==> src/rtl/div_unit.sv <==
// rtl/div_unit.sv - iterative radix-2 restoring divider for DIV/DIVU
// One quotient bit per cycle; signs are stripped on entry and re-applied in FIX.
module div_unit #(
    parameter int WIDTH = 32
) (
    input  logic             clk,
    input  logic             reset,
    input  logic             start,
    input  logic             is_signed,
    input  logic [WIDTH-1:0] dividend,
    input  logic [WIDTH-1:0] divisor,
    output logic [WIDTH-1:0] q,
    output logic [WIDTH-1:0] r,
    output logic             busy,
    output logic             done,
    output logic             div_by_zero
);

    localparam int CW = (WIDTH > 1) ? $clog2(WIDTH) : 1;
    localparam logic [CW-1:0] LAST_CNT = CW'(WIDTH - 1);

    typedef enum logic [1:0] {
        S_IDLE,
        S_CALC,
        S_FIX,
        S_DONE
    } state_t;

    state_t            state_q, state_d;
    logic [CW-1:0]     count_q, count_d;
    logic [WIDTH-1:0]  quo_q, quo_d;
    logic [WIDTH-1:0]  rem_q, rem_d;
    logic [WIDTH-1:0]  dvs_q, dvs_d;
    logic              qneg_q, qneg_d;
    logic              rneg_q, rneg_d;
    logic              zero_q, zero_d;
    logic [WIDTH-1:0]  q_q, q_d;
    logic [WIDTH-1:0]  r_q, r_d;
    logic              flag_q, flag_d;

    logic [WIDTH-1:0]  abs_a;
    logic [WIDTH-1:0]  abs_b;
    logic [WIDTH:0]    trial;
    logic              ge;

    // Magnitudes of the operands; unsigned mode passes them through untouched
    assign abs_a = (is_signed && dividend[WIDTH-1]) ? ({WIDTH{1'b0}} - dividend) : dividend;
    assign abs_b = (is_signed && divisor[WIDTH-1])  ? ({WIDTH{1'b0}} - divisor)  : divisor;

    // Partial remainder shifted left with the next dividend bit, WIDTH+1 wide
    assign trial = {rem_q, quo_q[WIDTH-1]};
    assign ge    = (trial >= {1'b0, dvs_q});

    always_comb begin
        state_d = state_q;
        count_d = count_q;
        quo_d   = quo_q;
        rem_d   = rem_q;
        dvs_d   = dvs_q;
        qneg_d  = qneg_q;
        rneg_d  = rneg_q;
        zero_d  = zero_q;
        q_d     = q_q;
        r_d     = r_q;
        flag_d  = flag_q;

        case (state_q)
            S_IDLE, S_DONE: begin
                if (start) begin
                    state_d = S_CALC;
                    count_d = '0;
                    quo_d   = abs_a;
                    rem_d   = '0;
                    dvs_d   = abs_b;
                    qneg_d  = is_signed & (dividend[WIDTH-1] ^ divisor[WIDTH-1]);
                    rneg_d  = is_signed & dividend[WIDTH-1];
                    zero_d  = (divisor == '0);
                end else begin
                    state_d = S_IDLE;
                end
            end
            S_CALC: begin
                // The remainder stays below the divisor, so WIDTH bits hold the difference
                quo_d   = {quo_q[WIDTH-2:0], ge};
                rem_d   = ge ? (trial[WIDTH-1:0] - dvs_q) : trial[WIDTH-1:0];
                count_d = count_q + CW'(1);
                if (count_q == LAST_CNT) begin
                    state_d = S_FIX;
                end
            end
            S_FIX: begin
                q_d     = qneg_q ? ({WIDTH{1'b0}} - quo_q) : quo_q;
                r_d     = rneg_q ? ({WIDTH{1'b0}} - rem_q) : rem_q;
                flag_d  = zero_q;
                state_d = S_DONE;
            end
            default: state_d = S_IDLE;
        endcase
    end

    always_ff @(posedge clk) begin
        if (reset) begin
            state_q <= S_IDLE;
            count_q <= '0;
            quo_q   <= '0;
            rem_q   <= '0;
            dvs_q   <= '0;
            qneg_q  <= 1'b0;
            rneg_q  <= 1'b0;
            zero_q  <= 1'b0;
            q_q     <= '0;
            r_q     <= '0;
            flag_q  <= 1'b0;
        end else begin
            state_q <= state_d;
            count_q <= count_d;
            quo_q   <= quo_d;
            rem_q   <= rem_d;
            dvs_q   <= dvs_d;
            qneg_q  <= qneg_d;
            rneg_q  <= rneg_d;
            zero_q  <= zero_d;
            q_q     <= q_d;
            r_q     <= r_d;
            flag_q  <= flag_d;
        end
    end

    assign q           = q_q;
    assign r           = r_q;
    assign busy        = (state_q == S_CALC) || (state_q == S_FIX);
    assign done        = (state_q == S_DONE);
    assign div_by_zero = flag_q;

endmodule
==> config.mk <==
export PLATFORM = sky130hd
export DESIGN_NAME = div_unit
export DESIGN_NICKNAME = d
export VERILOG_FILES = /design/src/rtl/div_unit.sv
export SDC_FILE = /design/constraint.sdc
export NUM_CORES = 1
export LEC_CHECK = 0
export BUFFER_PORTS_ARGS = -buffer_cell sky130_fd_sc_hd__buf_2
export CAP_MARGIN = 25
export CORE_MARGIN = 2
export CORE_UTILIZATION = 40
export DETAILED_ROUTE_END_ITERATION = 6
export PLACE_DENSITY = 0.59
export RECOVER_POWER = 50
export REMOVE_ABC_BUFFERS = 1
export SYNTH_ARGS = -nofsm -noshare
export SYNTH_HDL_FRONTEND = slang
export SYNTH_SLANG_ARGS = --single-unit
==> constraint.sdc <==
create_clock -name clk -period 3.6 [get_ports clk]
set_input_delay 0.18 -clock clk [delete_from_list [all_inputs] [get_ports clk]]
set_output_delay 0.18 -clock clk [all_outputs]
set_load 0.01 [all_outputs]
; Word level (Yosys, flattened, before mapping)
; Cells that the tools add are included.
; W data, S select, Z words.
[word_totals]
ff_bits = 171
in_bits = 68
out_inout_bits = 67
word_cells = 50
[classes]
add_sub_neg = 6
n_lt_le_gt_ge = 1
n_eq_ne = 6
n_mux = 14
bitwise = 3
n_reduce_logical = 9
[op_table]
columns = operator, count
row1 = $mux W32, 7
row2 = $pmux W32 S2, 2
row3 = $sub A1 B32 Y32 const A, 4
row4 = $ge A33 B32 Y1, 1
row5 = $logic_not A32 Y1, 1
row6 = $sub A32 B32 Y32, 1
row7 = $pmux W5 S2, 1
row8 = $pmux W2 S3, 1
row9 = $add A5 B1 Y5 const B, 1
row10 = $eq A5 B5 Y1 const B, 1
row11 = $mux W5, 1
row12 = $eq A2 B2 Y1 const B, 2
row13 = $ne A2 B2 Y1 const B, 2
row14 = $reduce_and A2 Y1, 2
row15 = $and A1 B1 Y1, 2
row16 = $eq A2 B1 Y1 const B, 1
row17 = $logic_and A1 B1 Y1, 2
row18 = $logic_not A2 Y1, 1
row19 = $mux W2, 1
row20 = $reduce_bool A2 Y1, 1
row21 = $reduce_or A2 Y1, 1
row22 = $logic_or A1 B1 Y1, 1
row23 = $mux W1, 1
row24 = $xor A1 B1 Y1, 1

; Longest topological paths before layout
[depth]
depth_word = 4
mapped_depth = 12
mapped_depth_nobuf = 12

; Worst setup path before layout
; Ideal clock, no wire load.
[synth_timing]
path_kind = flip-flop to flip-flop
from = register rem_q[25]
to = register rem_q[15]
setup_ns = 0.087
t_arrival_ns = 2.742
required_ns = 3.513
setup_slack_ns = 0.771
stages_incl_launch_ff = 12
n_path_buf = 3
period_less_slack_ns = 2.829
path_cell_list = dfxtp_1 -> ha_1 -> clkbuf_1 -> a21o_1 -> a21o_1 -> a221oi_1 -> a21boi_0 -> a211oi_1 -> clkbuf_1 -> clkbuf_1 -> a32oi_1 -> o31ai_1
[synth_via]
elab_chain_len = 3
[synth_rtl]
columns = element, line
row1 = from (decl), 32  ; logic [WIDTH-1:0] rem_q, rem_d;
row2 = from (signal assigned), 118  ; rem_q <= rem_d;
row3 = $ge A33 B32 Y1, 52  ; assign ge = (trial >= {1'b0, dvs_q});
row4 = $mux W32, 85  ; rem_d = ge ? (trial[WIDTH-1:0] - dvs_q) : trial[WIDTH-1:0];
row5 = $pmux W32 S2, 67  ; case (state_q)
; Every way passes these cells.
; A chain may end at the register's enable or synchronous reset.

; Worst setup path after layout
[layout_timing]
from = register quo_q[31]
to = register rem_q[26]
[layout_via]
elab_chain_len = 3
word_cells_on_any_way = 4
cone_classes = add/sub (1) / order compare (1) / mux (2)
[layout_rtl]
columns = element, line
row1 = from (decl), 31  ; logic [WIDTH-1:0] quo_q, quo_d;
row2 = from (signal assigned), 117  ; quo_q <= quo_d;
row3 = $sub A32 B32 Y32 / $ge A33 B32 Y1 (equally long branches), "85, 52"
row4 = $mux W32 (*), 85
row5 = $pmux W32 S2 (*), 67
; Mark *: on every way between the ends. The rest lies on a longest branch, timed or not.

==> impl_results.rst <==
.. list-table::
   :header-rows: 1

   * - Metric
     - Value
   * - Run status
     - finished clean
   * - Depth of the critical timing path with buffers and inverters included
     - 12
   * - Area leader, netlist
     - dfxtp_1
   * - Number of placed cells counting well taps
     - 1802
   * - Net switching share of the total power
     - 43.01%
   * - Area of combinational cells with multiple inputs
     - 6868 sq um
   * - Post-Layout Cell Count
     - 1839
   * - Synthesis-to-finish area growth
     - 13.05%
   * - Final Max Tran Viols
     - 0
   * - Routed length per instance
     - 16.29 um
   * - Core Box Area
     - 26800 sq um
   * - Worst-skew pair later-pin latency
     - 0.44 ns
   * - Critical path peak fanout
     - 3
   * - Width of the chip
     - 168.6 um
   * - Sort of element at the end of the critical path
     - register
   * - Most common cell after layout, fill and taps aside
     - dfxtp_1
   * - Top library cells by usage in the layout, fill and taps aside
     - 171 x dfxtp_1, 168 x nor2_1, 155 x nand2_1
   * - Root buffer cell
     - clkbuf_16
   * - Total half-perimeter wirelength after legalization and detailed placement
     - 21880 um
   * - Storage cell area
     - 3423 sq um
   * - Post-Syn Area
     - 10840 sq um
   * - Total vias in the final route
     - 10.14k
   * - Post-route clock period utilization
     - 89.33%
   * - Nets
     - 1592
   * - Average instance area after synthesis
     - 7.756 sq um
   * - Clock skew after layout
     - 0.01435 ns
   * - TritonCTS clock tree
     - built
   * - DRT antenna net count
     - 0
   * - Number of violations of the max-capacitance limit
     - 0
   * - TritonRoute pass-1 iters
     - 5
   * - Layout filler cell count
     - 2753
   * - Cell repeated most along the worst path
     - inv_1
   * - Data arrival, critical path
     - 3.52 ns
   * - Top FF cell, synth
     - dfxtp_1
   * - First-pass GRT wire length
     - 49620 um
   * - Post-Route Hold Slack
     - 0.03930 ns
   * - Instance area after placement
     - 11750 sq um
   * - Number of port buffers
     - 134
   * - Final instance area
     - 12250 sq um
   * - Share of total power in the clock network
     - 21.9%
   * - Worst reg2reg path depth
     - 12
   * - Rel. slew slack
     - 11.05%
   * - Global-route congestion overflow total
     - 0
   * - Slew at the pin with the worst max-slew slack
     - 1.334 ns
   * - Synth warn
     - 0
   * - # hold bufs at CTS
     - 0
   * - Logic gate share of total power
     - 44.2%
   * - Pin count of the biggest net entering global routing
     - 71
   * - GP Congestion
     - 0.8899
   * - Worst IR Drop VDD
     - 369.3 uV
   * - Leakage
     - 4.672 nW
   * - Antenna violations before repair
     - 5
   * - Maximum operating frequency
     - 310.9 MHz
   * - Internal power
     - 4.761 mW
   * - Detailed-route wire length
     - 29960 um
   * - Dominant cells by area after synthesis
     - dfxtp_1 32%, a211oi_1 7.3%, xor2_1 6.7%
   * - Starting density of the core
     - 40.43%
   * - Required time worst endpoint
     - 3.91 ns
   * - Start-to-end type of the worst setup path
     - register to register
   * - Family with the most delay on the worst path
     - compound AO/OA/AOI/OAI gates
   * - All-Layer GR Usage
     - 21.38%
   * - Syn Inst Count
     - 1397
   * - Total net switching power
     - 3.594 mW
   * - Number of core rows
     - 60
   * - Number of cells on the worst hold path
     - 3
   * - Clock buffers created by TritonCTS
     - 17
   * - Worst hold path class
     - input port to register
   * - Proportion of synthesized flip-flops having asynchronous set or reset
     - 0%
   * - List of cells traversed by the critical path
     - inv_1 -> ha_1 -> inv_1 -> fa_1 -> a211oi_1 -> nor2_1 -> o31ai_1 -> a21oi_1 -> nor2b_1 -> o211ai_1 -> mux2_2 -> a221o_1
   * - Post-route minimum period
     - 3.216 ns
   * - Power density over cell area
     - 682.1 nW/um^2
   * - DRC viols
     - 0
   * - Final hold violation count
     - 0
   * - Clock transition at the registers of the reported paths
     - 0.06 ns
   * - Die outline area
     - 28420 sq um
   * - Worst Setup Start Kind
     - register
   * - Maximum root-to-sink buffer count
     - 2
   * - Sequential share of the synthesized area
     - 31.59%
   * - Fraction of final layout cells sized beyond drive strength 1
     - 9.900%
   * - Vert. Die Dim
     - 168.6 um
   * - Post-CTS Setup Repair Bufs
     - 0
   * - Slowest cell on crit path
     - fa_1
   * - Worst path buffer plus inverter count
     - 2
   * - Initial drt markers
     - 647
   * - Number of instances resized during post-cts repair
     - 0
   * - Flop and latch count out of synthesis
     - 171
   * - Share of total power in sequential cells
     - 33.9%
   * - Number of enable-type register cells in the synthesized netlist
     - 0
   * - Maximum single-stage delay on the critical path
     - 0.41 ns
   * - Number of failing setup endpoints in the final timing report
     - 0
   * - Count of unique library cells instantiated by Yosys
     - 73
   * - Setup repair after global routing missed its margin
     - no
   * - Clock Sinks
     - 171
   * - Detail-routed via count per cell
     - 5.511
   * - Number of global-route vias before repair
     - 9452
   * - Top-area cell type share of the netlist area
     - 31.59%
   * - Number of top-level pins
     - 135
   * - H-tree levels
     - 4
## per-stage QoR
step | worst slack (ns) | util, % | TNS (ns) | power [mW]
after CTS | 0.4263 | 45.95 | 0 | 8.504
after detailed placement | 0.4719 | 43.85 | 0 | 6.645
after floorplan | -1.770 | - | -50.99 | 5.435
after global placement | 0.5248 | 43.85 | 0 | 6.604
final | 0.3840 | 45.70 | 0 | 8.355
after global routing | 0.1163 | 45.69 | 0 | 9.035
## metal layers
layer	up-vias	global-route usage, %	wire length, um
met2	242	35.73	14070
li1	5169	-	-
met3	44	4.513	1585
met4	6	5.885	568
met5	-	0	34
met1	4674	27.98	13700
## sequential cells by signal (all words and copies together), names as in the netlist
signal       count
count_q          5
div_by_zero      1
dvs_q           32
q               32
qneg_q           1
quo_q           32
r               32
rem_q           32
rneg_q           1
state_q          2
zero_q           1
## final timing paths
kind	to	slack, ns	startpoint
worst max-delay path	rem_q[26]	0.38	quo_q[31]
worst min-delay path	dvs_q[0]	0.04	divisor[0]
worst max register to register	rem_q[26]	0.38	quo_q[31]
worst min register to register	dvs_q[0]	0.46	dvs_q[0]
## final cells by class
cell class	instances	area share [%]
Antenna cell	3	0.06129
Inverter	51	1.563
Multi-Input combinational cell	1086	56.07
Clock buffer	21	3.677
Tap cell	341	3.483
Clock inverter	11	0.9193
Timing Repair Buffer	155	6.282
Sequential cell	171	27.95
## synth_stat cells, drive strengths merged, types with 5 or more instances
library cell	instances
nand2b	14
buf	15
a21oi	95
nand3	18
nor3	19
xor2	83
a31oi	6
nor2b	7
and2	5
nand2	155
mux2i	12
and3	8
a211oi	106
nand4	6
o21ai	104
clkbuf	73
or3	13
o41ai	14
or4	14
o31ai	31
inv	51
a311oi	6
ha	41
a32oi	12
or2	7
dfxtp	171
nand3b	9
nor4	13
nor2	169
xnor2	53
a21o	18
## worst min-delay path: stages
cell	delay, ns
buf_2	0.13
nand2_1	0.06
a21oi_1	0.05
## cells by family (layout without fill, tap and decap cells)
logic type	count (synthesis)	count (layout)	synth area share, %
XOR/XNOR	136	136	10.99
other	0	3	0
buffers and inverters	140	238	5.208
flip-flops	171	171	31.59
multiplexers	14	14	1.316
AND/OR/NAND/NOR	467	467	20.06
adder cells (fa/ha/maj)	42	42	4.919
AO/OA/AOI/OAI	427	427	25.91
## power groups by stage
stage               Sequential, mW  Clock [mW]  Combinational (mW)
finish                        2.83        1.83                3.69
global route                  2.91        1.95                4.18
CTS                           2.84        1.87                3.79
detailed placement            2.88           0                3.76
global placement              2.87           0                3.74
floorplan                     2.92           0                2.51
Power figures use the tool's default switching activity.
